==> src/rtl/nn_layer_sequencer.sv <==
// Three-layer MLP control sequencer: walks CLEAR/MAC/DRAIN/STORE per neuron and tracks the layer-2 argmax.
// Optional: define NN_SEQ_ABORT_EN to add an `abort` input that returns any active run to IDLE.
module nn_layer_sequencer #(
    parameter int IN_DIM  = 784,
    parameter int H1_DIM  = 64,
    parameter int H2_DIM  = 32,
    parameter int OUT_DIM = 10,
    parameter int WA_W    = 16
) (
    input  logic                clk,
    input  logic                resetn,
    input  logic                start,
    input  logic signed [31:0]  acc_in,
`ifdef NN_SEQ_ABORT_EN
    input  logic                abort,
`endif
    output logic                busy,
    output logic                done,
    output logic [3:0]          state,
    output logic [1:0]          layer,
    output logic [9:0]          in_idx,
    output logic [9:0]          out_idx,
    output logic [WA_W-1:0]     wt_addr,
    output logic                mac_clear,
    output logic                mac_en,
    output logic                wr_en,
    output logic                relu_en,
    output logic [3:0]          argmax_out
);

    typedef enum logic [3:0] {
        S_IDLE  = 4'd0,
        S_CLEAR = 4'd1,
        S_MAC   = 4'd2,
        S_DRAIN = 4'd3,
        S_STORE = 4'd4,
        S_DONE  = 4'd5
    } state_t;

    localparam logic [9:0] IN_N  = 10'(IN_DIM);
    localparam logic [9:0] H1_N  = 10'(H1_DIM);
    localparam logic [9:0] H2_N  = 10'(H2_DIM);
    localparam logic [9:0] OUT_N = 10'(OUT_DIM);

    state_t               state_q, state_d;
    logic [1:0]           layer_q, layer_d;
    logic [9:0]           in_idx_q, in_idx_d;
    logic [9:0]           out_idx_q, out_idx_d;
    logic [WA_W-1:0]      wt_addr_q, wt_addr_d;
    logic                 mac_en_q, mac_en_d;
    logic signed [31:0]   max_val_q, max_val_d;
    logic [3:0]           max_idx_q, max_idx_d;
    logic                 max_vld_q, max_vld_d;
    logic [3:0]           argmax_q, argmax_d;
    logic [9:0]           n_in, n_out;
    logic                 abort_req;

`ifdef NN_SEQ_ABORT_EN
    assign abort_req = abort;
`else
    assign abort_req = 1'b0;
`endif

    always_comb begin
        n_in  = H2_N;
        n_out = OUT_N;
        case (layer_q)
            2'd0: begin n_in = IN_N; n_out = H1_N; end
            2'd1: begin n_in = H1_N; n_out = H2_N; end
            default: ;
        endcase
    end

    always_comb begin
        state_d   = state_q;
        layer_d   = layer_q;
        in_idx_d  = in_idx_q;
        out_idx_d = out_idx_q;
        wt_addr_d = wt_addr_q;
        max_val_d = max_val_q;
        max_idx_d = max_idx_q;
        max_vld_d = max_vld_q;
        argmax_d  = argmax_q;
        // Weight data arrives one cycle after its address, so accumulate lags MAC by one.
        mac_en_d  = (state_q == S_MAC);

        case (state_q)
            S_IDLE: begin
                if (start) begin
                    state_d   = S_CLEAR;
                    layer_d   = '0;
                    in_idx_d  = '0;
                    out_idx_d = '0;
                    wt_addr_d = '0;
                    max_vld_d = 1'b0;
                end
            end
            S_CLEAR: state_d = S_MAC;
            S_MAC: begin
                wt_addr_d = wt_addr_q + WA_W'(1);
                if (in_idx_q == n_in - 10'd1) state_d = S_DRAIN;
                else                          in_idx_d = in_idx_q + 10'd1;
            end
            S_DRAIN: state_d = S_STORE;
            S_STORE: begin
                if (layer_q == 2'd2 && (!max_vld_q || acc_in > max_val_q)) begin
                    max_val_d = acc_in;
                    max_idx_d = out_idx_q[3:0];
                    max_vld_d = 1'b1;
                end
                if (out_idx_q != n_out - 10'd1) begin
                    out_idx_d = out_idx_q + 10'd1;
                    in_idx_d  = '0;
                    state_d   = S_CLEAR;
                end else if (layer_q != 2'd2) begin
                    layer_d   = layer_q + 2'd1;
                    out_idx_d = '0;
                    in_idx_d  = '0;
                    state_d   = S_CLEAR;
                end else begin
                    state_d   = S_DONE;
                end
            end
            S_DONE: begin
                argmax_d = max_idx_q;
                state_d  = S_IDLE;
            end
            default: state_d = S_IDLE;
        endcase

        if (abort_req && state_q != S_IDLE) begin
            state_d  = S_IDLE;
            mac_en_d = 1'b0;
            argmax_d = argmax_q;
        end
    end

    always_ff @(posedge clk or negedge resetn) begin
        if (!resetn) begin
            state_q   <= S_IDLE;
            layer_q   <= '0;
            in_idx_q  <= '0;
            out_idx_q <= '0;
            wt_addr_q <= '0;
            mac_en_q  <= 1'b0;
            max_val_q <= '0;
            max_idx_q <= '0;
            max_vld_q <= 1'b0;
            argmax_q  <= '0;
        end else begin
            state_q   <= state_d;
            layer_q   <= layer_d;
            in_idx_q  <= in_idx_d;
            out_idx_q <= out_idx_d;
            wt_addr_q <= wt_addr_d;
            mac_en_q  <= mac_en_d;
            max_val_q <= max_val_d;
            max_idx_q <= max_idx_d;
            max_vld_q <= max_vld_d;
            argmax_q  <= argmax_d;
        end
    end

    assign state      = state_q;
    assign busy       = (state_q != S_IDLE);
    assign done       = (state_q == S_DONE);
    assign layer      = layer_q;
    assign in_idx     = in_idx_q;
    assign out_idx    = out_idx_q;
    assign wt_addr    = wt_addr_q;
    assign mac_clear  = (state_q == S_CLEAR);
    assign mac_en     = mac_en_q;
    assign wr_en      = (state_q == S_STORE);
    assign relu_en    = (state_q == S_STORE) && (layer_q != 2'd2);
    assign argmax_out = argmax_q;

endmodule
==> config.mk <==
export PLATFORM = sky130hd
export DESIGN_NAME = nn_layer_sequencer
export DESIGN_NICKNAME = d
export VERILOG_FILES = /design/src/rtl/nn_layer_sequencer.sv
export SDC_FILE = /design/constraint.sdc
export NUM_CORES = 1
export LEC_CHECK = 0
export ABC_AREA = 1
export BUFFER_PORTS_ARGS = -buffer_cell sky130_fd_sc_hd__buf_2
export CAP_MARGIN = 5
export CELL_PAD_IN_SITES_DETAIL_PLACEMENT = 0
export CELL_PAD_IN_SITES_GLOBAL_PLACEMENT = 1
export CORE_MARGIN = 8
export CORE_UTILIZATION = 40
export CTS_CLUSTER_DIAMETER = 120
export CTS_CLUSTER_SIZE = 12
export DETAILED_ROUTE_END_ITERATION = 10
export PLACE_DENSITY_LB_ADDON = 0.08
export SKIP_CTS_REPAIR_TIMING = 1
export SLEW_MARGIN = 25
export SYNTH_ARGS = -nofsm -noshare
export SYNTH_HDL_FRONTEND = slang
export SYNTH_SLANG_ARGS = --single-unit
==> constraint.sdc <==
create_clock -name clk -period 2.55 [get_ports clk]
set_clock_uncertainty 0.15 [all_clocks]
set_input_delay 0.51 -clock clk [delete_from_list [all_inputs] [get_ports clk]]
set_output_delay 0.51 -clock clk [all_outputs]
set_load 0.05 [all_outputs]
-- After elaboration in Yosys (flattened, before gate mapping)
Cells that the tools add are included.
- word-level logic and storage cells: 74
- output and inout port bits: 52
- register bits after elaboration: 84
- equality and inequality tests: 17
- reductions and logical operators: 17
- mux-type cells: 23
- add/subtract/negate cells: 6
- order comparisons: 1
- operators by type and width (cell ; number):
    $mux W10 ; 5
    $pmux W10 S2 ; 2
    $gt A32 B32 Y1 ; 1
    $pmux W16 S2 ; 1
    $pmux W10 S3 ; 1
    $add A10 B1 Y10 const B ; 2
    $pmux W4 S5 ; 1
    $sub A10 B1 Y10 const B ; 2
    $add A16 B1 Y16 const B ; 1
    $mux W16 ; 1
    $pmux W7 S2 ; 1
    $eq A10 B10 Y1 ; 1
    $ne A10 B10 Y1 ; 1
    $eq A4 B2 Y1 const B ; 2
    $eq A4 B3 Y1 const B ; 2
    $mux W4 ; 2
    $ne A2 B2 Y1 const B ; 4
    $reduce_and A4 Y1 ; 2
    $mux W2 ; 3
    $mux W3 ; 2
    $ne A2 B1 Y1 const B ; 3
    $reduce_and A2 Y1 ; 3
    $reduce_and A3 Y1 ; 2
    $eq A4 B1 Y1 const B ; 1
    15 further kinds ; 18

-- Depth between registers and ports, before layout
Gate-level depths: netlist of run 1.
- depth after elaboration: 6
- depth in mapped cells: 20
- gate-level depth less buffers: 19

-- Worst setup path after synthesis of run 1
OpenSTA, ideal clock, no wires.
- path kind: flip-flop to flip-flop
- start point: reg layer_q[0], in the netlist layer[0]
- end point: reg layer_q[1], in the netlist layer[1]
- arrival time: 2.236 ns
- library setup time: 0.122 ns
- cell stages (with the launch flop): 13
- required time: 2.278 ns
- buffers on the path: 0
- path slack: 0.041 ns
- cells stage by stage: dfrtp_1 inv_1 ha_1 nor2_2 inv_1 nand2_1 nand3_1 nor4_1 nand4_1 a21oi_2 inv_1 nand2_1 nand2_1
- cells in the longest elaborated chain, start to end: 6
- elaborated cells between the ends (all ways): 13
- ends and longest elaborated chain (item ; RTL line ; text):
    start, declared ; 46 ; logic [1:0] layer_q, layer_d;
    start signal, assigned ; 152 ; layer_q <= layer_d;
    $eq A2 B1 Y1 / $logic_not A2 Y1 (equally long branches) ; 67 ; case (layer_q)
    $pmux W7 S2 ; 67 ;
    $sub A10 B1 Y10 ; 111 ; if (out_idx_q != n_out - 10'd1) begin
    $ne A10 B10 Y1 ; 111 ;
    $ne A2 B2 Y1 (no line) ; n/a ;
    $reduce_and A4 Y1 (no line) ; n/a ;
Several ways; a longest one is shown, not always the timed one. The select of a mux whose other input is x is not followed.
A chain may end at the register's enable or synchronous reset.

-- Final worst setup path of run 1
Same ends and word-level chain as after synthesis.

==> flow_summary.ini, run 1 <==
[route]
first_pass_iters = 5
num_vias = 4469
wl_per_cell_um = 13.94
route.detailed.drc = 0
drt-total-wl_mm = 12.83
vias_per_cell = 4.858
ant_nets = 0
drt_iter0_drc = 214

[timing]
setup_ws_ns = 0.2447
setup_tns_ns = 0
relSlewSlack_pct = 65.11
hold_viol = 0
finalCritPeriodShare_pct = 90.40
tightest_slew_ns = 0.5233
rsz0062_at_grt = false
fmax_ghz = 0.4338
finalMaxSlewViolations = 0
setup_violations = 0
min_period_ns = 2.305

[critical_path]
reg2reg_setup_slack_ns = 0.24
r2r_cells = 12
crit_start = layer[0]$_DFFE_PN0P_
start_kind = register
r2r-start = layer[0]$_DFFE_PN0P_
path_class = register to register
cp_top_family = simple AND/OR/NAND/NOR gates
path_max_fanout = 5
worst-path-buf-inv = 3
endpoint_kind = register
path_depth = 12
r2r_end = layer[1]$_DFFE_PN0P_
cp.arrival_ns = 2.39
slowest_stage = dfrtp_1
slowest_delay_ns = 0.41
cp_cell_sequence = inv_1 -> ha_1 -> nor2_2 -> inv_1 -> nand2_1 -> nand3_1 -> nor4_1 -> nand4_1 -> a21oi_2 -> inv_1 -> nand2_1 -> nand2_1
critPathRequiredTime_ns = 2.63
endpoint = layer[1]$_DFFE_PN0P_

[cells_and_area]
fin_nets = 818
area_growth_pct = 20.26
diodes = 0
drive_above_1_share_pct = 22.86
final_cells = 920
fin_util_pct = 48.66

[power]
p_switching_mw = 1.816
pwr-share-comb_pct = 35.6
p_leak_nw = 3.138
peakVddDrop_uv = 695.7
clkPwrFrac_pct = 29.4
powerDensity_nw_per_um2 = 731.4
pwr-share-seq_pct = 35.1
switching_share_pct = 40.77
fin_total_pwr_mw = 4.455
internal_power_mw = 2.639

[clocking]
cts_made_buffers = 9
clk_path_buf_depth = 2
root_buffer = clkbuf_16
cts_tree = built
cts_sinks = 83
insertion_delay_ns = 0.34
h-tree-depth = 3
clk_pin_slew_ns = 0.06

[placed_design]
placed_cells = 902
dpl.hpwl_mm = 9.506
port_buffers = 85
dp_worst_setup_slack_ns = -0.04155
gp_congestion = 0.8385

[global_routing]
grt_usage_pct = 16.35
grt_overflow = 0
antenna_found_initial = 0
grt_max_degree = 38
grt_pass1_wl_mm = 21.71
first_global_vias = 4492

[logic_synthesis]
syn_area_per_cell_um2 = 7.865
synth.net_count = 719
ys_seq_area_share_pct = 41.01
postSynthRegisterBits = 83
synth_cells = 644
synth_flop_cell = dfrtp_1
synth_edf_count = 0
syn_area_um2 = 5065
async_reset_ff_share_pct = 100.0
yosysUniqueCellTypes = 44
ys_warn_count = 0

[outcome]
status = finished clean

[floorplanning]
die_w_um = 128.5
die_area_um2 = 16520
fp.dieH_um = 128.5
fp-row-count = 41
io_pins = 87
core_area_um2 = 12520
start_util_pct = 40.46

[worst_hold_path]
hp-class = primary input to register

[job]
drv_cap = 0
[state kept, by name, indices dropped and copies added (netlist names)]
register and flops:
wt_addr 16, max_vld_q 1, max_idx_q 4, argmax_out 4, out_idx 10, state 3, max_val_q 32, mac_en 1
in_idx 10, layer 2
[routing by layer]
layer  wire, um  global-route usage, %  part of all wire [%]
met1       5768                  20.13                    45
met2       6258                  27.58                    49
met3        597                  3.558                   4.7
met4        203                  6.012                   1.6
met5          0                      0                     0
[cells by family after synthesis]
logic type | Yosys count | synth area share [%]
compound gates | 72 | 7.979
xor+xnor | 12 | 2.075
fa+ha+maj | 40 | 9.881
buf+inv | 112 | 9.264
flops | 83 | 41.01
mux | 2 | 0.3953
other cells | 1 | 0.07404
simple gates | 322 | 29.32
[power groups by stage]
stage / sequential [mW] / combinational, mW / clock, mW
2_1_floorplan: 1.90 / 0.800 / 0
3_3_place_gp: 1.58 / 1.59 / 0
3_5_place_dp: 1.59 / 1.59 / 0
4_1_cts: 1.56 / 1.60 / 1.35
5_1_grt: 1.58 / 1.76 / 1.40
6_report: 1.56 / 1.58 / 1.31
[area by class of cell]
class	instances	area, um^2
multi-input cells	450	2556
repair buffers	102	583.1
fillers	1265	6426
inverters	97	364.1
flip-flops and latches	83	2077
clock buffers	11	242.7
clock inverters	5	52.55
well taps	172	215.2
[how the worst min path moves through the flow]
stage | cells after the start | from | slack [ns] | to
6_report | 3 | acc_in[9] | 0.27 | max_val_q[9]$_DFFE_PN0P_
5_1_grt | 3 | acc_in[27] | 0.26 | max_val_q[27]$_DFFE_PN0P_
4_1_cts | 1 | resetn | -0.06 | max_val_q[7]$_DFFE_PN0P_
3_5_place_dp | 1 | resetn | 0.31 | max_val_q[7]$_DFFE_PN0P_
3_3_place_gp | 2 | max_val_q[2]$_DFFE_PN0P_ | 0.30 | max_val_q[2]$_DFFE_PN0P_
2_1_floorplan | 0 | resetn | 0.06 | argmax_out[0]$_DFFE_PN0P_
[Yosys cell counts (all sizes together) (2+ instances only)]
cell type,count,area share (%)
a31oi,2,0.25
nor2,46,3.8
buf,10,1.7
a21oi,23,2.3
dfrtp,83,41
mux2i,2,0.40
xor2,9,1.6
o2111ai,2,0.35
clkbuf,5,0.37
o21a,2,0.30
nand4,10,1.2
nor4,6,1.0
ha,40,9.9
o22ai,4,0.49
nand2,191,16
xnor2,3,0.52
o21ai,32,3.2
nand3,55,5.5
nor3,11,1.2
a21o,2,0.30
inv,96,7.1
or2,2,0.25
[stage by stage]
step	hold WS (ns)	instance area [um^2]
after global routing	0.2613	6091
after global placement	0.3038	5753
after CTS	-0.05843	6048
final	0.2675	6091
after detailed placement	0.3114	5753
after floorplan	0.06441	5065
[cells in the final DEF, fill, tap and decap left out, types with 10 or more instances in the layout]
| master | instances |
|---|---|
| nand2_2 | 30 |
| nor2_1 | 41 |
| nand4_1 | 10 |
| buf_2 | 84 |
| nand3_1 | 54 |
| a21oi_1 | 22 |
| nand2_1 | 159 |
| nor3_1 | 10 |
| ha_1 | 40 |
| inv_1 | 88 |
| dfrtp_1 | 83 |
| buf_4 | 15 |
| o21ai_0 | 28 |
[worst reg2reg max path: cells and delay by family, from the launching register on]
kind                       cells  cell delay [ns]
and+or+nand+nor                7             0.79
DFF                            1             0.41
AOI/OAI and AO/OA              1             0.30
buffers and inverters          3             0.29
adders and majority gates      1             0.26
No activity file was read; power rests on OpenSTA's default activity.
==> inputs of run 2 (changes only) <==
Settings changed: ABC_AREA 1 to 0, CORE_MARGIN 8 to 2, SLEW_MARGIN 25 to 20.
==> flow_summary.ini, run 2 <==
[logic_synthesis]
synth.most_common_cell = dfrtp_1
synth_edf_count = 0
synth_top_family_by_area = simple AND/OR/NAND/NOR gates
synth_cells = 455
yosysUniqueCellTypes = 51
async_reset_ff_share_pct = 100.0
synth.net_count = 530
yosys.area.top_type = dfrtp_1
synth_flop_cell = dfrtp_1
synthTopCellsByCount = dfrtp_1 (83), inv_1 (41), nand2_1 (41), ha_1 (40), o21ai_0 (35)
synth_top_area_share_pct = 43.51
muxShareOfSynthArea_pct = 11.93
synth-xor-area-share_pct = 2.752
syn_area_per_cell_um2 = 10.49
synth_compound_area_share_pct = 11.27
syn_area_um2 = 4773
synthTopCellsByArea = dfrtp_1 (44%), ha_1 (10%), mux2_4 (9.1%)
postSynthRegisterBits = 83
ys_seq_area_share_pct = 43.51
synth-simple-area-share_pct = 14.55
synthAdderAreaFrac_pct = 10.48
ys_warn_count = 0

[timing]
setup_violations = 36
min_period_ns = 2.721
finalCritPeriodShare_pct = 106.7
setup_ws_ns = -0.1714
setup_tns_ns = -5.196
holdWs_ns = -0.01576
rsz0062_at_grt = true
finalMaxSlewViolations = 0
fmax_ghz = 0.3675
hold_viol = 20

[global_routing]
antenna_found_initial = 0
first_global_vias = 3682
grt_usage_pct = 17.52
grt_pass1_wl_mm = 17.99
grt_max_degree = 38
grt_overflow = 0

[critical_path]
critPathRequiredTime_ns = 2.62
cp.arrival_ns = 2.79
cp_cell_sequence = inv_1 -> ha_4 -> nand4_1 -> buf_4 -> nor2_1 -> a2111o_1 -> or3_4 -> nand3_4 -> clkbuf_16 -> mux2_4
r2r_end = max_val_q[4]$_DFFE_PN0P_
r2r-start = max_val_q[31]$_DFFE_PN0P_
r2r_cells = 10
cp_top_family = simple AND/OR/NAND/NOR gates
slowest_delay_ns = 0.38
path_max_fanout = 8
start_kind = register
path_class = register to register
worst-path-buf-inv = 3
endpoint_kind = register
slowest_stage = dfrtp_1
reg2reg_setup_slack_ns = -0.17

[route]
vias_per_cell = 5.186
first_pass_iters = 7
drt_iter0_drc = 177
num_vias = 3744
route.detailed.drc = 5
wl_per_cell_um = 15.23
ant_nets = 0
drt-total-wl_mm = 11.00

[floorplanning]
die_area_um2 = 12820
fp.dieH_um = 113.2
die_w_um = 113.2
core_area_um2 = 11520
fp-row-count = 39
io_pins = 87
start_util_pct = 41.45

[power]
internal_power_mw = 2.594
p_leak_nw = 2.972
clkPwrFrac_pct = 27.8
pwr-share-comb_pct = 35.1
p_switching_mw = 1.626
powerDensity_nw_per_um2 = 684.3
peakVddDrop_uv = 974.3
pwr-share-seq_pct = 37.0
switching_share_pct = 38.52
fin_total_pwr_mw = 4.220

[clocking]
cts_made_buffers = 9
root_buffer = clkbuf_16
h-tree-depth = 3
cts_tree = built
clk_path_buf_depth = 2
clk_pin_slew_ns = 0.06
insertion_delay_ns = 0.33
cts_sinks = 83

[cells_and_area]
final_cells = 722
diodes = 0
postLayoutCellArea_um2 = 6167
final_common_cell = buf_2
drive_above_1_share_pct = 37.48
fin_nets = 653
final_cell_mix = buf_2 (84), dfrtp_1 (81), nand2_1 (41), o21ai_0 (35), mux2_4 (35)
nFillCells = 1068
area_growth_pct = 29.20
largest_register_ffs = 32
fin_util_pct = 53.55
top_register = max_val_q

[job]
drv_cap = 0

[outcome]
failed_checks = DRC, hold timing, setup timing
status = finished, violations left

[placed_design]
placed_cells = 704
dpl.hpwl_mm = 7.982
port_buffers = 85
dp_worst_setup_slack_ns = -0.4714
placed_area_um2 = 5752
gp_congestion = 0.7404

[worst_hold_path]
hp-class = primary input to async pin
## run 2: cell types whose count changed after synthesis, moves of 7 or more
cell | previous run | this run
nand2_1 | 159 | 41
inv_1 | 88 | 41
nand2_2 | 30 | 0
mux2_4 | 0 | 29
nand3_1 | 54 | 27
nor2_1 | 41 | 24
mux2_2 | 0 | 11
and3_1 | 0 | 8
o21ai_0 | 28 | 35
## run 2: cell type report
cell class	instances	area [um^2]	share of cell area [%]
multi-input combinational	318	2690	43.62
sequential	83	2079	33.72
tap	143	178.9	2.901
timing repair buffer	123	798.3	12.94
clock buffer	12	256.5	4.159
inverter	43	163.9	2.658
## run 2: worst max path at each step
stage,from,to,depth (start not counted)
2_1_floorplan,acc_in[19],max_val_q[10]$_DFFE_PN0P_,9
3_3_place_gp,acc_in[26],max_val_q[23]$_DFFE_PN0P_,11
3_5_place_dp,acc_in[24],max_val_q[17]$_DFFE_PN0P_,11
4_1_cts,max_val_q[26]$_DFFE_PN0P_,max_val_q[16]$_DFFE_PN0P_,11
5_1_grt,max_val_q[31]$_DFFE_PN0P_,max_val_q[14]$_DFFE_PN0P_,11
6_report,max_val_q[31]$_DFFE_PN0P_,max_val_q[4]$_DFFE_PN0P_,10
## run 2: cells by family (layout without fill, tap and decap cells)
logic type	Yosys count	after routing
simple gates	137	137
compound gates	84	84
flops	83	83
buf+inv	54	178
mux	41	41
fa+ha+maj	40	40
xor+xnor	15	15
other cells	1	1
## run 2: power by group through the flow
stage	combinational [mW]	clock, mW	sequential, mW
finish	1.48	1.18	1.56
global route	1.63	1.27	1.58
CTS	1.48	1.22	1.56
detailed placement	1.48	0	1.58
global placement	1.47	0	1.58
floorplan	0.694	0	1.90
## run 2: per-layer routing
layer / wire length [um] / track usage (%) / vias up
met1: 5199 / 24.09 / 1817
met2: 5179 / 27.50 / 62
met3: 482 / 3.535 / 9
li1: - / - / 1856
met4: 138 / 6.341 / 0
met5: 0 / 0 / -
